### src/rtl/z80_io_pkg.sv
// Shared constants, FSM state type and parameter range checks for the Z80 I/O register file.
package z80_io_pkg;

  localparam int unsigned OFS_DATA = 32'h00;
  localparam int unsigned OFS_PTR  = 32'h01;
  localparam int unsigned OFS_PEEK = 32'h0F;
  localparam int unsigned OFS_CTRL = 32'h10;
  localparam int unsigned OFS_STAT = 32'h40;

  typedef enum logic [1:0] {StIdle, StAct, StHold} io_state_e;

  function automatic bit cfg_ok(int unsigned n_ctrl, int unsigned n_stat, int unsigned ptr_w);
    return (n_ctrl >= 1) && (n_ctrl <= 48) && (n_stat >= 1) && (n_stat <= 64) &&
           (ptr_w >= 8) && (ptr_w <= 32) && ((ptr_w % 8) == 0);
  endfunction

endpackage

### src/rtl/z80_io_regfile_p_access_fsm.sv
// Z80 I/O strobe decode and IDLE/ACT/HOLD access sequencer: one action pulse per bus cycle.
module z80_io_access_fsm
  import z80_io_pkg::*;
(
  input  logic clk_cpu,
  input  logic reset_cpu,
  input  logic io_req_cpu,
  input  logic rd_cpu,
  input  logic wr_cpu,
  input  logic m1_cpu,
  output logic act_rd,
  output logic act_wr,
  output logic bus_busy
);

  io_state_e state_q;

  // Reset lands in HOLD so a strobe still low after reset is never taken as a new access.
  always_ff @(posedge clk_cpu or posedge reset_cpu) begin
    if (reset_cpu) begin
      state_q  <= StHold;
      act_rd   <= 1'b0;
      act_wr   <= 1'b0;
      bus_busy <= 1'b1;
    end else begin
      act_rd <= 1'b0;
      act_wr <= 1'b0;
      case (state_q)
        StIdle: begin
          if (!io_req_cpu && m1_cpu && (!rd_cpu || !wr_cpu)) begin
            bus_busy <= 1'b1;
            if (!rd_cpu && !wr_cpu) begin
              state_q <= StHold;
            end else begin
              state_q <= StAct;
              act_rd  <= !rd_cpu;
              act_wr  <= !wr_cpu;
            end
          end
        end
        StAct: state_q <= StHold;
        StHold: begin
          if (io_req_cpu || (rd_cpu && wr_cpu)) begin
            state_q  <= StIdle;
            bus_busy <= 1'b0;
          end
        end
        default: state_q <= StHold;
      endcase
    end
  end

endmodule

### src/rtl/z80_io_regfile_p.sv
// Parametrised Z80 I/O register file: RAM pointer with data/peek ports, control bytes and
// snapshotted status bytes, decoded relative to BASE_ADR.
module z80_io_regfile_p
  import z80_io_pkg::*;
#(
  parameter logic [7:0]          BASE_ADR = 8'h80,
  parameter int unsigned         N_CTRL   = 8,
  parameter int unsigned         N_STAT   = 32,
  parameter int unsigned         PTR_W    = 24,
  parameter logic [N_CTRL*8-1:0] CTRL_RST = '1
) (
  input  logic                clk_cpu,
  input  logic                reset_cpu,
  input  logic [7:0]          a_cpu,
  input  logic [7:0]          d_in,
  output logic [7:0]          d_out,
  output logic                d_oe,
  input  logic                io_req_cpu,
  input  logic                rd_cpu,
  input  logic                wr_cpu,
  input  logic                m1_cpu,
  output logic [N_CTRL*8-1:0] ctrl_out,
  input  logic [N_STAT*8-1:0] status_in,
  output logic [PTR_W-1:0]    ram_addr,
  output logic [7:0]          ram_wdata,
  input  logic [7:0]          ram_rdata,
  output logic                ram_we,
  output logic                ram_re
);

  if (!cfg_ok(N_CTRL, N_STAT, PTR_W)) begin : gen_cfg_err
    $error("z80_io_regfile_p: N_CTRL, N_STAT or PTR_W out of range");
  end

  logic act_rd, act_wr, bus_busy;

  z80_io_access_fsm u_fsm (
    .clk_cpu    (clk_cpu),
    .reset_cpu  (reset_cpu),
    .io_req_cpu (io_req_cpu),
    .rd_cpu     (rd_cpu),
    .wr_cpu     (wr_cpu),
    .m1_cpu     (m1_cpu),
    .act_rd     (act_rd),
    .act_wr     (act_wr),
    .bus_busy   (bus_busy)
  );

  logic [7:0]          ofs8;
  logic [31:0]         ofs;
  logic [PTR_W-1:0]    ptr_q;
  logic [N_CTRL*8-1:0] ctrl_q;
  logic [N_STAT*8-1:0] shadow_q;
  logic [7:0]          d_out_q, ram_wdata_q;
  logic                rd_valid_q, ram_we_q, ram_re_q;
  logic                is_data, is_snap, rd_hit;
  logic [7:0]          rd_byte;

  assign ofs8    = a_cpu - BASE_ADR;
  assign ofs     = {24'd0, ofs8};
  assign is_data = (ofs == OFS_DATA);
  assign is_snap = (ofs == OFS_STAT);

  always_comb begin
    rd_hit  = 1'b0;
    rd_byte = 8'h00;
    if (is_data || (ofs == OFS_PEEK)) begin
      rd_hit  = 1'b1;
      rd_byte = ram_rdata;
    end
    for (int b = 0; b < PTR_W / 8; b++) begin
      if (ofs == OFS_PTR + b) begin
        rd_hit  = 1'b1;
        rd_byte = ptr_q[8*b +: 8];
      end
    end
    for (int k = 0; k < N_CTRL; k++) begin
      if (ofs == OFS_CTRL + k) begin
        rd_hit  = 1'b1;
        rd_byte = ctrl_q[8*k +: 8];
      end
    end
    // Byte 0 comes from the live input because the shadow is loaded by this same read.
    if (is_snap) begin
      rd_hit  = 1'b1;
      rd_byte = status_in[7:0];
    end
    for (int j = 1; j < N_STAT; j++) begin
      if (ofs == OFS_STAT + j) begin
        rd_hit  = 1'b1;
        rd_byte = shadow_q[8*j +: 8];
      end
    end
  end

  always_ff @(posedge clk_cpu or posedge reset_cpu) begin
    if (reset_cpu) begin
      ptr_q       <= '0;
      ctrl_q      <= CTRL_RST;
      shadow_q    <= '0;
      d_out_q     <= 8'h00;
      rd_valid_q  <= 1'b0;
      ram_wdata_q <= 8'h00;
      ram_we_q    <= 1'b0;
      ram_re_q    <= 1'b0;
    end else begin
      ram_we_q <= 1'b0;
      ram_re_q <= 1'b0;
      // Post-increment on the edge that ends the RAM pulse.
      if (ram_we_q || ram_re_q) begin
        ptr_q <= ptr_q + PTR_W'(1);
      end
      if (!bus_busy) begin
        rd_valid_q <= 1'b0;
      end
      if (act_rd) begin
        rd_valid_q <= rd_hit;
        if (rd_hit) begin
          d_out_q <= rd_byte;
        end
        if (is_data) begin
          ram_re_q <= 1'b1;
        end
        if (is_snap) begin
          shadow_q <= status_in;
        end
      end
      if (act_wr) begin
        if (is_data) begin
          ram_wdata_q <= d_in;
          ram_we_q    <= 1'b1;
        end
        for (int b = 0; b < PTR_W / 8; b++) begin
          if (ofs == OFS_PTR + b) begin
            ptr_q[8*b +: 8] <= d_in;
          end
        end
        for (int k = 0; k < N_CTRL; k++) begin
          if (ofs == OFS_CTRL + k) begin
            ctrl_q[8*k +: 8] <= d_in;
          end
        end
      end
    end
  end

  assign d_out     = d_out_q;
  assign d_oe      = rd_valid_q && bus_busy;
  assign ctrl_out  = ctrl_q;
  assign ram_addr  = ptr_q;
  assign ram_wdata = ram_wdata_q;
  assign ram_we    = ram_we_q;
  assign ram_re    = ram_re_q;

endmodule

### config.mk
export PLATFORM = sky130hd
export DESIGN_NAME = z80_io_regfile_p
export DESIGN_NICKNAME = d
export VERILOG_FILES = /design/src/rtl/z80_io_pkg.sv /design/src/rtl/z80_io_regfile_p_access_fsm.sv /design/src/rtl/z80_io_regfile_p.sv
export SDC_FILE = /design/constraint.sdc
export NUM_CORES = 1
export LEC_CHECK = 0
export ABC_AREA = 1
export CORE_MARGIN = 10
export CORE_UTILIZATION = 55
export DETAILED_ROUTE_END_ITERATION = 10
export PLACE_DENSITY = 0.94
export SYNTH_ARGS = -nofsm -noshare
export SYNTH_HDL_FRONTEND = slang
export SYNTH_SLANG_ARGS = --single-unit
### constraint.sdc
create_clock -name clk_cpu -period 16.9 [get_ports clk_cpu]
set_input_delay 1.69 -clock clk_cpu [delete_from_list [all_inputs] [get_ports clk_cpu]]
set_output_delay 1.69 -clock clk_cpu [all_outputs]
set_load 0.05 [all_outputs]
==> impl_metrics.py <==
metrics = {
    "finish": {
        "synth_to_final_area_change_pct": 32.18,
        "layout_commonest_cell": "nand2_1",
        "combined_area_of_the_multi_input_logic_cells_um2": 7325,
        "fillers": 1959,
        "most_used_cells_in_the_layout_excluding_fill_and_tap_cells": "nand2_1 (428), clkdlybuf4s50_1 (392), dfrtp_1 (294), mux2_2 (231), inv_1 (150)",
        "post_route_cells_drive_above_1_share_pct": 20.35,
        "total_nets_final": 2488,
        "layout.area.seq_um2": 9091,
    },
    "synthesis": {
        "synth_enable_flop_cells": 0,
        "synth_cells": 1814,
        "synthDistinctLibCells": 51,
        "synth_top_area_share_pct": 42.48,
        "yosysWarningCount": 0,
        "asyncSetResetFlopFracSynth_pct": 100.0,
        "dominantRegCellSynth": "dfrtp_1",
        "synthesis.area_um2": 17320,
        "yosysTopAreaCell": "dfrtp_1",
        "syn-mean-instance-area_um2": 9.547,
        "postSynthNetCount": 2101,
        "synth_seq_cells": 360,
        "synth_seq_area_share_pct": 52.49,
        "netlist_top_cells_area": "dfrtp_1 (42%), mux2_2 (15%), dfstp_2 (10%), nand2_1 (9.3%), inv_1 (3.3%)",
    },
    "floorplan": {
        "core.rowCount": 64,
        "die_area_um2": 38990,
        "fp.dieW_um": 197.5,
        "start_util_pct": 56.18,
        "fp.dieH_um": 197.5,
        "number_of_top_level_design_ports": 393,
        "floorplan.core_area_um2": 30830,
    },
    "cts": {
        "post_cts_resized": 0,
        "clock_insertion_delay_worst_skew_ns": 0.53,
        "cts.path.max_buffers": 3,
        "number_of_buffers_created_by_cts": 39,
        "clkSlewWorstSetupHoldPaths_ns": 0.06,
        "clock_sinks": 360,
        "cts_tree": "built",
        "h-tree-depth": 2,
        "clock-root-buffer": "clkbuf_16",
        "cts-hold-fix-buffers": 0,
        "cts_setup_buffers": 0,
    },
    "min_path": {
        "hold_start": "ctrl_out[44]",
        "min-delay-path-class": "register to register",
    },
    "setup_path": {
        "critPathCaptureType": "register",
        "timing.critical_path.required_ns": 17.32,
        "critPathKind": "primary input to register",
        "cp_data_arrival_time_ns": 6.10,
        "path_cells": "clkdlybuf4s50_1, inv_2, nor4_1, inv_1, nor2_1, inv_1, nand4_1, nor4_1, nand4_1, nor4_1, nand2_1, nand2_1, inv_1, nand2_1, nor2_1, nor2_1",
        "r2r_start": "ram_addr[17]",
        "cp-startpoint": "a_cpu[7]",
        "critical-path-slowest-cell": "nor4_1",
        "crit_path_start_kind": "primary input",
        "cp_max_fo": 14,
        "critPathMaxStageDelay_ns": 0.80,
    },
    "routing": {
        "drt-pass1-iter-count": 6,
        "route.vias.total": 15920,
        "avgRoutedWirePerCell_um": 24.05,
        "route.antenna.remaining_nets": 0,
        "detailedRoute.firstIterationViolations": 1932,
        "viasPerCell": 6.054,
        "drc_errors": 0,
        "routed_wirelength_um": 63240,
    },
    "timing": {
        "hold-worst-slack_ns": 0.5009,
        "timing.fmax_ghz": 0.1761,
        "setup_repair_after_global_routing_missed_its_margin": "no",
        "hold_viol_final": 0,
        "period_share_pct": 33.59,
        "tightestPinTransition_ns": 1.142,
        "final.min_clock_period_ns": 5.677,
        "setup-violations-final": 0,
        "tns_setup_ns": 0,
        "worst_case_clock_skew_ns": 0.01396,
        "slew_headroom_pct": 23.85,
        "finalMaxSlewViolations": 0,
    },
    "global_routing": {
        "grt_antenna_before_repair": 3,
        "groute.usage.overall_pct": 31.59,
        "first_global_vias": 16640,
        "grt_max_degree": 127,
        "globalRouteOverflowTotal": 0,
        "grt_first_pass_wirelength_um": 95980,
    },
    "pwr": {
        "peakVddDrop_mv": 0.08205,
        "power.static_leakage_nw": 10.71,
        "powerDensity_nw_per_um2": 83.59,
    },
    "placement": {
        "port-buffer-count": 392,
        "gpl.final_weighted_congestion": 0.9497,
        "dpl.hpwl_um": 46480,
    },
    "status": {
        "run_status": "complete, no violations",
    },
    "run": {
        "cap_viol_max_count": 0,
    },
}
## layout make-up
class | instances | area share [%]
Antenna cell | 3 | 0.03279
Clock buffer | 61 | 5.154
Clock inverter | 10 | 0.6504
Inverter | 175 | 2.951
Multi-Input combinational cell | 1227 | 32.00
Sequential cell | 360 | 39.71
Tap cell | 396 | 2.164
Timing Repair Buffer | 398 | 17.34
## cell families (layout without fill, tap and decap cells)
kind of cell | count (synthesis) | count (layout) | share of synthesized area [%]
buffers and inverters | 227 | 644 | 5.259
AOI/OAI and AO/OA | 201 | 201 | 6.068
and+or+nand+nor | 778 | 778 | 20.28
DFF | 360 | 360 | 52.49
other | 0 | 3 | 0
xor gates and xnor gates | 16 | 16 | 0.8091
adders and majority gates | 1 | 1 | 0.07223
muxes | 231 | 231 | 15.02
## metrics by stage
step	worst slack, ns	instances	cell area (µm²)	util [%]	total power (W)
after CTS	11.38	2627	22880	74.23	0.001915
after detailed placement	10.88	2556	21560	69.92	0.001043
after global placement	11.12	2556	21560	69.92	0.001040
final	11.22	2630	22890	74.25	0.001914
after floorplan	5.329	1814	17320	-	0.0009416
after global routing	11.03	2629	22890	74.25	0.001962
## per-layer routing
layer	track usage (%)	wire, µm
met1	36.50	22230
met2	52.90	30680
met3	7.785	6609
met4	17.92	3727
met5	0	0
## worst paths after layout
| kind | cells past startpoint | endpoint | slack, ns |
|---|---|---|---|
| setup / recovery | 16 | d_out[1] | 11.22 |
| hold / removal | 2 | ctrl_out[44] | 0.50 |
| setup reg to reg | 24 | d_out[1] | 13.40 |
| hold reg to reg | 2 | ctrl_out[44] | 0.50 |
| max in group asynchronous | 3 | shadow_q[106] | 13.43 |
| min in group asynchronous | 2 | ram_addr[11] | 1.74 |
## sequential cells by signal (all words and copies together) (netlist names)
| name | cells |
|---|---|
| shadow_q | 248 |
| ctrl_out | 64 |
| ram_addr | 24 |
| d_out | 8 |
| ram_wdata | 8 |
| u_fsm.state_q | 2 |
| ram_re | 1 |
| ram_we | 1 |
| rd_valid_q | 1 |
| u_fsm.act_rd | 1 |
| u_fsm.act_wr | 1 |
| u_fsm.bus_busy | 1 |
## critical path: cells and delay by family
kind / cells / cell delay, ns
buf+inv: 5 / 1.73
simple gates: 11 / 2.66
## cell usage after synthesis (5+ instances only)
cell type / instances
a21oi_1: 74
clkbuf_1: 43
dfrtp_1: 294
dfstp_2: 66
inv_1: 151
inv_2: 19
mux2_2: 231
nand2_1: 429
nand2_2: 8
nand3_1: 49
nand4_1: 69
nor2_1: 144
nor2_2: 16
nor2_4: 7
nor2_8: 5
nor3_1: 10
nor4_1: 8
o21ai_0: 105
o21ai_1: 8
or2_2: 20
xor2_1: 12
## power by group
group / switching (W) / internal (W)
sequential: 0.00000795 / 0.000872
clock: 0.000354 / 0.000528
combinational: 0.0000771 / 0.0000748
total: 0.000439 / 0.00147
Power figures use the tool's default switching activity.
